`config.mk`:
```
export PLATFORM = sky130hd
export DESIGN_NAME = fpu_unit
export DESIGN_NICKNAME = d
export VERILOG_FILES = /design/src/rtl/fpu_pkg.sv /design/src/rtl/fpu_round.sv /design/src/rtl/fpu_unit.sv
export SDC_FILE = /design/constraint.sdc
export NUM_CORES = 2
export LEC_CHECK = 0
export BUFFER_PORTS_ARGS = -buffer_cell sky130_fd_sc_hd__clkbuf_2
export CORE_MARGIN = 4
export CORE_UTILIZATION = 34
export DETAILED_ROUTE_END_ITERATION = 6
export PLACE_DENSITY = 0.55
export SKIP_CTS_REPAIR_TIMING = 1
export SLEW_MARGIN = 20
export SYNTH_ARGS = -nofsm -noshare
export SYNTH_HDL_FRONTEND = slang
export SYNTH_SLANG_ARGS = --single-unit
```
`constraint.sdc`:
```
create_clock -name Clock -period 10.3 [get_ports Clock]
set_clock_uncertainty 0.1 [all_clocks]
set_input_delay 1.03 -clock Clock [delete_from_list [all_inputs] [get_ports Clock]]
set_output_delay 1.03 -clock Clock [all_outputs]
set_load 0.01 [all_outputs]
```
`src/rtl/fpu_pkg.sv`:
```
// Shared types and constants for the single-precision FPU coprocessor.
package fpu_pkg;

  localparam int EXP_W  = 8;
  localparam int FRAC_W = 23;
  localparam int BIAS   = 127;

  localparam logic [31:0] QNAN    = 32'h7FC00000;
  localparam logic [31:0] POS_INF = 32'h7F800000;

  typedef enum logic [1:0] {ADD, SUB, MUL, DIV} op_e;
  typedef enum logic [1:0] {RNE, RTZ, RUP, RDN} rnd_e;
  typedef enum logic [2:0] {IDLE, UNPACK, CALC, NORM, ROUND} state_e;

endpackage

```
`src/rtl/fpu_round.sv`:
```
// Rounds a normalised {sign, exp, 24-bit significand, guard/round/sticky} to a packed
// single-precision value and reports exponent overflow.
module fpu_round
  import fpu_pkg::*;
(
  input  logic               sign_i,
  input  logic signed [9:0]  exp_i,
  input  logic [23:0]        sig_i,
  input  logic [2:0]         grs_i,
  input  rnd_e               mode_i,
  output logic [31:0]        y_o,
  output logic               ovf_o
);

  logic              inc;
  logic              away;
  logic [24:0]       sum;
  logic signed [9:0] exp_r;
  logic [22:0]       frac;

  always_comb begin
    case (mode_i)
      RNE:     inc = grs_i[2] & (grs_i[1] | grs_i[0] | sig_i[0]);
      RTZ:     inc = 1'b0;
      RUP:     inc = ~sign_i & (|grs_i);
      default: inc = sign_i & (|grs_i);
    endcase
    sum   = {1'b0, sig_i} + 25'(inc);
    // A carry out of the significand can only leave 1.000..., so shifting right is exact.
    exp_r = exp_i + $signed({9'd0, sum[24]});
    frac  = sum[24] ? sum[23:1] : sum[22:0];
    away  = (mode_i == RNE) | ((mode_i == RUP) & ~sign_i) | ((mode_i == RDN) & sign_i);
    ovf_o = (exp_r > 10'sd254);
    if (ovf_o) begin
      y_o = away ? (POS_INF | {sign_i, 31'd0}) : {sign_i, 8'hFE, 23'h7FFFFF};
    end else begin
      y_o = {sign_i, exp_r[7:0], frac};
    end
  end

endmodule

```
`src/rtl/fpu_unit.sv`:
```
// Multicycle IEEE-754 single-precision add/sub/mul/div unit, start-pulse driven.
// Define FPU_DIV_EN to build the divider; otherwise Sel=11 returns QNAN with Error.
module fpu_unit
  import fpu_pkg::*;
(
  input  logic        Clock,
  input  logic        Reset,
  input  logic [31:0] A,
  input  logic [31:0] B,
  input  logic [1:0]  Sel,
  input  logic [1:0]  round,
  input  logic        start,
  output logic        Error,
  output logic        Overflow,
  output logic [31:0] Y
);

  localparam logic signed [9:0] BIAS10 = 10'(BIAS);

  state_e            state_q;
  logic [31:0]       a_q, b_q;
  op_e               op_q;
  rnd_e              rnd_q;
  logic              spec_q, spec_d, spec_err_q, spec_err_d;
  logic [31:0]       spec_y_q, spec_y_d;
  logic [27:0]       s_q, s_d;
  logic signed [9:0] e_q, e_d;
  logic              sgn_q, sgn_d, zsgn_q, zsgn_d;
  logic [23:0]       nsig_q, nsig_d;
  logic [2:0]        ngrs_q, ngrs_d;
  logic signed [9:0] nexp_q, nexp_d;
  logic              nsign_q, nsign_d, nzero_q, nzero_d;

  // Unpacked operands; denormals are flushed to signed zero.
  logic [EXP_W-1:0] ea, eb;
  logic [23:0]      ma, mb;
  logic             sa, sb, sbe, sx, za, zb, ia, ib, na, nb;

  assign sa  = a_q[31];
  assign sb  = b_q[31];
  assign sbe = sb ^ (op_q == SUB);
  assign sx  = sa ^ sb;
  assign ea  = a_q[FRAC_W +: EXP_W];
  assign eb  = b_q[FRAC_W +: EXP_W];
  assign za  = (ea == '0);
  assign zb  = (eb == '0);
  assign ia  = (ea == '1) & (a_q[FRAC_W-1:0] == '0);
  assign ib  = (eb == '1) & (b_q[FRAC_W-1:0] == '0);
  assign na  = (ea == '1) & (a_q[FRAC_W-1:0] != '0);
  assign nb  = (eb == '1) & (b_q[FRAC_W-1:0] != '0);
  assign ma  = za ? 24'd0 : {1'b1, a_q[FRAC_W-1:0]};
  assign mb  = zb ? 24'd0 : {1'b1, b_q[FRAC_W-1:0]};

  always_comb begin
    spec_d     = 1'b1;
    spec_err_d = 1'b0;
    spec_y_d   = QNAN;
    if (na | nb) begin
      spec_err_d = 1'b1;
    end else begin
      case (op_q)
        ADD, SUB: begin
          if (ia & ib & (sa != sbe)) spec_err_d = 1'b1;
          else if (ia)               spec_y_d = POS_INF | {sa, 31'd0};
          else if (ib)               spec_y_d = POS_INF | {sbe, 31'd0};
          else                       spec_d = 1'b0;
        end
        MUL: begin
          if ((ia & zb) | (za & ib)) spec_err_d = 1'b1;
          else if (ia | ib)          spec_y_d = POS_INF | {sx, 31'd0};
          else if (za | zb)          spec_y_d = {sx, 31'd0};
          else                       spec_d = 1'b0;
        end
        default: begin
`ifdef FPU_DIV_EN
          if ((za & zb) | (ia & ib)) spec_err_d = 1'b1;
          else if (ia)               spec_y_d = POS_INF | {sx, 31'd0};
          else if (zb) begin
            spec_y_d   = POS_INF | {sx, 31'd0};
            spec_err_d = 1'b1;
          end
          else if (za | ib)          spec_y_d = {sx, 31'd0};
          else                       spec_d = 1'b0;
`else
          spec_err_d = 1'b1;
`endif
        end
      endcase
    end
  end

`ifdef FPU_DIV_EN
  // Pre-scale the dividend so the quotient always lands in [1,2) with its MSB at bit 27.
  logic        lt;
  logic [51:0] dvd, dvs;
  logic [27:0] q;
  logic [23:0] rem;

  always_comb begin
    lt  = (ma < mb);
    dvd = lt ? {ma, 28'd0} : {1'b0, ma, 27'd0};
    dvs = {28'd0, (mb == 24'd0) ? 24'd1 : mb};
    q   = 28'(dvd / dvs);
    rem = 24'(dvd % dvs);
  end
`endif

  // Common intermediate: s_d bit 26 carries weight 1.0, bit 27 is the carry, bit 0 is sticky.
  logic             a_big;
  logic [7:0]       e_big, e_sml, d;
  logic [23:0]      m_big, m_sml;
  logic [52:0]      sh;
  logic [26:0]      al;
  logic [47:0]      p;

  always_comb begin
    a_big  = ({ea, ma} >= {eb, mb});
    e_big  = a_big ? ea : eb;
    e_sml  = a_big ? eb : ea;
    m_big  = a_big ? ma : mb;
    m_sml  = a_big ? mb : ma;
    d      = e_big - e_sml;
    sh     = {m_sml, 29'd0} >> d;
    al     = (d > 8'd26) ? {26'd0, |m_sml} : {sh[52:27], sh[26] | (|sh[25:0])};
    p      = ma * mb;
    s_d    = '0;
    e_d    = '0;
    sgn_d  = sx;
    zsgn_d = 1'b0;
    case (op_q)
      ADD, SUB: begin
        s_d    = (sa ^ sbe) ? ({1'b0, m_big, 3'd0} - {1'b0, al})
                            : ({1'b0, m_big, 3'd0} + {1'b0, al});
        e_d    = $signed({2'b0, e_big});
        sgn_d  = a_big ? sa : sbe;
        zsgn_d = (sa == sbe) ? sa : (rnd_q == RDN);
      end
      MUL: begin
        s_d = {p[47:21], p[20] | (|p[19:0])};
        e_d = $signed({2'b0, ea}) + $signed({2'b0, eb}) - BIAS10;
      end
      default: begin
`ifdef FPU_DIV_EN
        s_d = {1'b0, q[27:1], q[0] | (|rem)};
        e_d = $signed({2'b0, ea}) - $signed({2'b0, eb}) + BIAS10 - $signed({9'd0, lt});
`endif
      end
    endcase
  end

  logic [4:0]  lz;
  logic [26:0] t;

  always_comb begin
    lz = 5'd0;
    for (int i = 0; i < 27; i++) begin
      if (s_q[i]) lz = 5'(26 - i);
    end
    t = s_q[26:0] << lz;
    if (s_q[27]) begin
      nsig_d = s_q[27:4];
      ngrs_d = {s_q[3], s_q[2], |s_q[1:0]};
      nexp_d = e_q + 10'sd1;
    end else begin
      nsig_d = t[26:3];
      ngrs_d = t[2:0];
      nexp_d = e_q - $signed({5'd0, lz});
    end
    nzero_d = (s_q == 28'd0) | (nexp_d <= 10'sd0);
    nsign_d = (s_q == 28'd0) ? zsgn_q : sgn_q;
  end

  logic [31:0] rnd_y;
  logic        rnd_ovf;

  fpu_round u_round (
    .sign_i (nsign_q),
    .exp_i  (nexp_q),
    .sig_i  (nsig_q),
    .grs_i  (ngrs_q),
    .mode_i (rnd_q),
    .y_o    (rnd_y),
    .ovf_o  (rnd_ovf)
  );

  always_ff @(posedge Clock) begin
    if (Reset) begin
      state_q  <= IDLE;
      Y        <= 32'd0;
      Error    <= 1'b0;
      Overflow <= 1'b0;
    end else begin
      case (state_q)
        IDLE: begin
          if (start) begin
            a_q     <= A;
            b_q     <= B;
            op_q    <= op_e'(Sel);
            rnd_q   <= rnd_e'(round);
            state_q <= UNPACK;
          end
        end
        UNPACK: begin
          spec_q     <= spec_d;
          spec_err_q <= spec_err_d;
          spec_y_q   <= spec_y_d;
          state_q    <= CALC;
        end
        CALC: begin
          s_q     <= s_d;
          e_q     <= e_d;
          sgn_q   <= sgn_d;
          zsgn_q  <= zsgn_d;
          state_q <= NORM;
        end
        NORM: begin
          nsig_q  <= nsig_d;
          ngrs_q  <= ngrs_d;
          nexp_q  <= nexp_d;
          nsign_q <= nsign_d;
          nzero_q <= nzero_d;
          state_q <= ROUND;
        end
        ROUND: begin
          Y        <= spec_q ? spec_y_q : (nzero_q ? {nsign_q, 31'd0} : rnd_y);
          Error    <= spec_q & spec_err_q;
          Overflow <= ~spec_q & ~nzero_q & rnd_ovf;
          state_q  <= IDLE;
        end
        default: state_q <= IDLE;
      endcase
    end
  end

endmodule

```
# == Word-level counts from Yosys, hierarchy flattened ==
# Cells that the tools add are included.
# totals
regBits,218
inputBits,71
# classes
addsub,9
multipliers,1
order_cmp,4
eq_ne,14
shifts,2
mux,69
bitwise,34
reduce_logical,20
# ops
operator,count
two-way mux 32 bit,7
two-way mux 5 bit,27
two-way mux 24 bit,5
case mux 32 bit (2 select lines),1
two-way mux 31 bit,2
case mux 28 bit (2 select lines),1
right shift 53 x 8 -> 53 bit,1
multiplier 24 x 24 -> 48 bit,1
zero test 23 bit,2
two-way mux 23 bit,2
nonzero test 23 bit,2
greater-or-equal comparator 32 bit,1
adder 27 x 27 -> 28 bit,1
zero test 28 bit,1
two-way mux 28 bit,1
subtractor 27 x 27 -> 28 bit,1
two-way mux 27 bit,1
<< shifter 27 x 5 -> 27 bit,1
OR reduction 26 bit,1
adder 24 x 1 -> 25 bit,1
OR reduction 24 bit,1
case mux 10 bit (2 select lines),1
OR reduction 20 bit,1
AND 1 bit,16
other kinds (35),74

# == Logic depth before layout (Yosys ltp) ==
# depth
ltp_word,31
ltp_mapped,49
depth_no_buf,42

# == Cells and area by module ==
# Synthesis repeated with hierarchy kept, for this count alone.
# hier_totals
cells_unflattened,4269
area_unflattened_um2,36212.2
# by_module_without_submodules
mod,n_inst,cells_per_inst,area_per_inst_um2,seq_area_each_um2
fpu_unit,1,4087,34993.6,5305.1
fpu_round,1,182,1218.7,0.0

# == Worst setup path after synthesis ==
# OpenSTA, ideal clock, no wires.
# synth_timing
path_kind,register to register
startpoint,reg b_q[24]
endpoint,"reg s_q[27], data pin"
setup_ns,0.259
arrival_ns,9.327
required_time_ns,9.941
path_slack_ns,0.614
stages_incl_launch_ff,40
path_buffers,4
cell_sequence,edfxtp_1 -> nor4_1 -> nand2_1 -> clkbuf_1 -> clkbuf_1 -> clkbuf_1 -> clkbuf_1 -> nand2_1 -> nor2_1 -> nand2_1 -> fa_1 -> inv_1 -> fa_1 -> inv_1 -> fa_1 -> inv_1 -> fa_1 -> inv_1 -> [4 not listed] -> ha_1 -> o21ai_0 -> nand2b_1 -> and3_1 -> a221o_1 -> nor3_1 -> a21oi_1 -> a2111oi_0 -> o21ai_0 -> a211oi_1 -> o31ai_1 -> a21oi_1 -> o21bai_1 -> a221o_1 -> a21o_1 -> a21oi_1 -> xnor2_1 -> a211o_1
# synth_between
elab_chain_len,12
# synth_rtl
element,line,source
from (decl),fpu_unit.sv:21,"logic [31:0] a_q, b_q;"
from (signal assigned),fpu_unit.sv:197,b_q <= B;
zero test 8 bit,fpu_unit.sv:46,assign zb = (eb == '0);
two-way mux 24 bit,fpu_unit.sv:52,"assign mb = zb ? 24'd0 : {1'b1, b_q[FRAC_W-1:0]};"
greater-or-equal comparator 32 bit,fpu_unit.sv:117,"a_big = ({ea, ma} >= {eb, mb});"
two-way mux 8 bit (on tied branches),"fpu_unit.sv:118, fpu_unit.sv:119",
subtractor 8 bit,fpu_unit.sv:122,d = e_big - e_sml;
right shift 53 x 8 -> 53 bit,fpu_unit.sv:123,"sh = {m_sml, 29'd0} >> d;"
OR reduction 26 bit,fpu_unit.sv:124,"al = (d > 8'd26) ? {26'd0, |m_sml} : {sh[52:27], sh[26] | (|sh[25:0])};"
OR 1 bit,fpu_unit.sv:124,
two-way mux 27 bit,fpu_unit.sv:124,
adder 27 x 27 -> 28 bit or subtractor 27 x 27 -> 28 bit (tied branches),"fpu_unit.sv:133, fpu_unit.sv:132",
two-way mux 28 bit,fpu_unit.sv:132,"s_d = (sa ^ sbe) ? ({1'b0, m_big, 3'd0} - {1'b0, al})"
case mux 28 bit (2 select lines) (*),fpu_unit.sv:130,case (op_q)
via s_d[27],fpu_unit.sv:26,"logic [27:0] s_q, s_d;"
to (signal assigned),fpu_unit.sv:210,s_q <= s_d;
to (decl),fpu_unit.sv:26,
# Mark *: on every way through the listed nets, which the timed path passes. The rest lies on a longest branch.
# A chain may end at the register's enable or synchronous reset.

# == Worst setup path after layout ==
# layout_timing
startpoint,reg b_q[30]
endpoint,"reg s_q[24], data pin"
# The elaborated chain is that of the path after synthesis.

==> flow_metrics.env <==
export IMPL_syn_avg_cell_area_sq_um=8.72
export IMPL_synth_warnings=0
export IMPL_drt_pass1_iter_count=6
export IMPL_fin_crit_ns=9.93
export IMPL_synth_compound_area_share_pct=11.8
export IMPL_die_area_sq_um=109000
export IMPL_ant_nets=0
export IMPL_timing_rr_end="s_q[24]"
export IMPL_slew_headroom_pct=24.5
export IMPL_drc=0
export IMPL_outcome="complete, no violations"
export IMPL_critPathLaunch="b_q[30]"
export IMPL_crit_path_start_kind="register"
export IMPL_final_fill_count=10429
export IMPL_synth_fp_nets=4906
export IMPL_synth_ff_type="edfxtp_1"
export IMPL_synth_simple_area_share_pct=17.0
export IMPL_nets=5046
export IMPL_synth_yosys_seq_area_share_pct=15.1
export IMPL_gp_routability_congestion=0.985
export IMPL_worst_slew_pin_slew_ns=1.13
export IMPL_crit_buf_inv=11
export IMPL_synth_ff_latch_count=189
export IMPL_wirelength_um=121000
export IMPL_synthArstFlopShare_pct=0
export IMPL_wl_per_cell_um=21.8
export IMPL_cp_slowest_cell="or4b_2"
export IMPL_grt_antenna_before_repair=2
export IMPL_cp_depth=39
export IMPL_antenna_cells=0
export IMPL_crit_path_end_kind="register"
export IMPL_synth_top_family_by_area="adder cells"
export IMPL_path_delay_family="adder cells"
export IMPL_rr_worst_depth=39
export IMPL_synth_xor_area_share_pct=2.81
export IMPL_met1_usage_pct=30.9
export IMPL_syn_cell_area_sq_um=35200
export IMPL_synthAdderAreaFrac_pct=38.6
export IMPL_die_w_um=330
export IMPL_rows=117
export IMPL_crit_type="reg -> reg"
export IMPL_clkLatencyLatePin_ns=0.51
export IMPL_port_buffers=104
export IMPL_yosys_mux_area_fraction_pct=5.09
export IMPL_grt_busiest_layer="met2"
export IMPL_track_usage_pct=22.6
export IMPL_mostFrequentLayoutCells="inv_1 (673), nand2_1 (521), fa_1 (485)"
export IMPL_cts_buffers=17
export IMPL_grt_met2_usage_pct=36.3
export IMPL_cap_viol_max_count=0
export IMPL_layout_commonest_cell="inv_1"
export IMPL_synth_edf_count=152
export IMPL_htreeDepth=4
export IMPL_setup_viol=0
export IMPL_die_y_um=330
export IMPL_drive_gt1_share_pct=11.2
export IMPL_grt_pass1_wl_um=186000
export IMPL_critPathMaxFanout=41
export IMPL_routed_via_density=5.31
export IMPL_core_sq_um=102000
export IMPL_num_vias=29497
export IMPL_cts_buffer_depth=2
export IMPL_overflow=0
export IMPL_rr_startpoint="b_q[30]"
export IMPL_cts_tree="done"
export IMPL_dp_hpwl_um=99600
export IMPL_post_route_period_util_pct=96.4
export IMPL_initial_core_util_pct=34.4
export IMPL_cp_data_required_time_ns=10.40
export IMPL_grtUsageMet3_pct=3.95
export IMPL_io_pin_count=105
export IMPL_grt_max_degree=62
export IMPL_fmax_mhz=101
export IMPL_cts_root_buf="clkbuf_16"
export IMPL_synth_distinct_cells=96
export IMPL_critPathArrivalTime_ns=10.03
export IMPL_crit_path_end="s_q[24]"
export IMPL_tns_ns=0
export IMPL_hp_class="reg -> reg"
export IMPL_cts_sinks=189
export IMPL_hold_viol=0
export IMPL_rsz0062_at_grt="false"
export IMPL_drt_initial_drc_count=2360
export IMPL_clk_pin_slew_ns=0.08
export IMPL_syn_to_final_growth_pct=11.2
export IMPL_r2r_setup_slack_ns=0.37
export IMPL_syn_instance_count=4039
export IMPL_slew_viol_final=0
export IMPL_cpMostUsedCell="fa_1"
export IMPL_grt_pass1_vias=30132
export IMPL_slowest_delay_ns=0.64
[final cells by class]
cell class | count | area [sq um] | area share, %
clock inverter | 15 | 169 | 0.431
inverter | 675 | 2530 | 6.47
clock buffer | 17 | 425 | 1.09
timing repair buffer | 329 | 2320 | 5.91
sequential | 189 | 5310 | 13.5
multi-input combinational | 2967 | 26700 | 68.2
tap | 1368 | 1710 | 4.37
[state kept, by name (all words and copies together) (netlist names)]
register,cells
Error,1
Overflow,1
Y,32
a_q,32
b_q,32
e_q,10
nexp_q,10
ngrs_q,3
nsig_q,24
nsign_q,1
nzero_q,1
op_q,2
rnd_q,2
s_q,28
sgn_q,1
spec_err_q,1
spec_q,1
spec_y_q,3
state_q,3
zsgn_q,1
[routing by layer]
layer	part of all wire, %	wire, um	vias to the layer above
li1	-	-	13505
met3	7.8	9420	213
met4	3.8	4600	0
met1	43	52500	14649
met5	0	0	-
met2	45	54800	1130
[worst reg2reg max path: cells and delay by family, from the launching register on]
| kind | cells | cell delay, ns |
|---|---|---|
| adder cells (fa/ha/maj) | 8 | 3.83 |
| AO/OA/AOI/OAI | 11 | 2.20 |
| AND/OR/NAND/NOR | 8 | 1.56 |
| buffers and inverters | 11 | 1.37 |
| flip-flops | 1 | 0.41 |
| XOR/XNOR | 1 | 0.16 |
[worst min-delay path by stage]
| stage | endpoint | start | depth (start not counted) |
|---|---|---|---|
| finish | Y[22] | Y[22] | 2 |
| global route | Error | Error | 2 |
| CTS | Y[22] | Y[22] | 2 |
| detailed placement | Y[4] | Y[4] | 2 |
| global placement | Error | Error | 2 |
| floorplan | Error | Error | 2 |
[synth_stat cells, types with 37 or more instances]
cell type | instances | area (sq um)
and2_1 | 195 | 1220
and3_1 | 43 | 269
fa_1 | 485 | 9710
a21oi_1 | 164 | 821
nand2_1 | 523 | 1960
nor3_1 | 48 | 240
clkbuf_1 | 183 | 687
o22ai_1 | 41 | 257
mux2i_1 | 110 | 1100
inv_1 | 673 | 2530
edfxtp_1 | 152 | 4560
dfxtp_1 | 37 | 741
xnor2_1 | 69 | 604
xor2_1 | 44 | 385
a21o_1 | 48 | 360
o21ai_0 | 134 | 671
nand3_1 | 67 | 335
ha_1 | 311 | 3890
nor2_1 | 220 | 826
[kinds of logic after synthesis]
family / Yosys count
simple gates: 1262
buf+inv: 883
fa+ha+maj: 797
compound gates: 639
flops: 189
mux: 156
xor+xnor: 113
[metrics by stage]
step	instance area, sq um	hold WS (ns)	setup slack, ns	cells	utilization, %
floorplan	35200	0.376	0.614	4039	-
global placement	38500	0.354	0.190	5525	37.6
detailed placement	38500	0.376	0.194	5527	37.6
CTS	39100	0.387	0.123	5559	38.2
global route	39200	0.410	0.00287	5560	38.3
finish	39200	0.383	0.369	5560	38.3
Power is left out: the tool's default activity adds up to more than one toggle a clock period on the data nets, which glitch-free logic cannot reach.
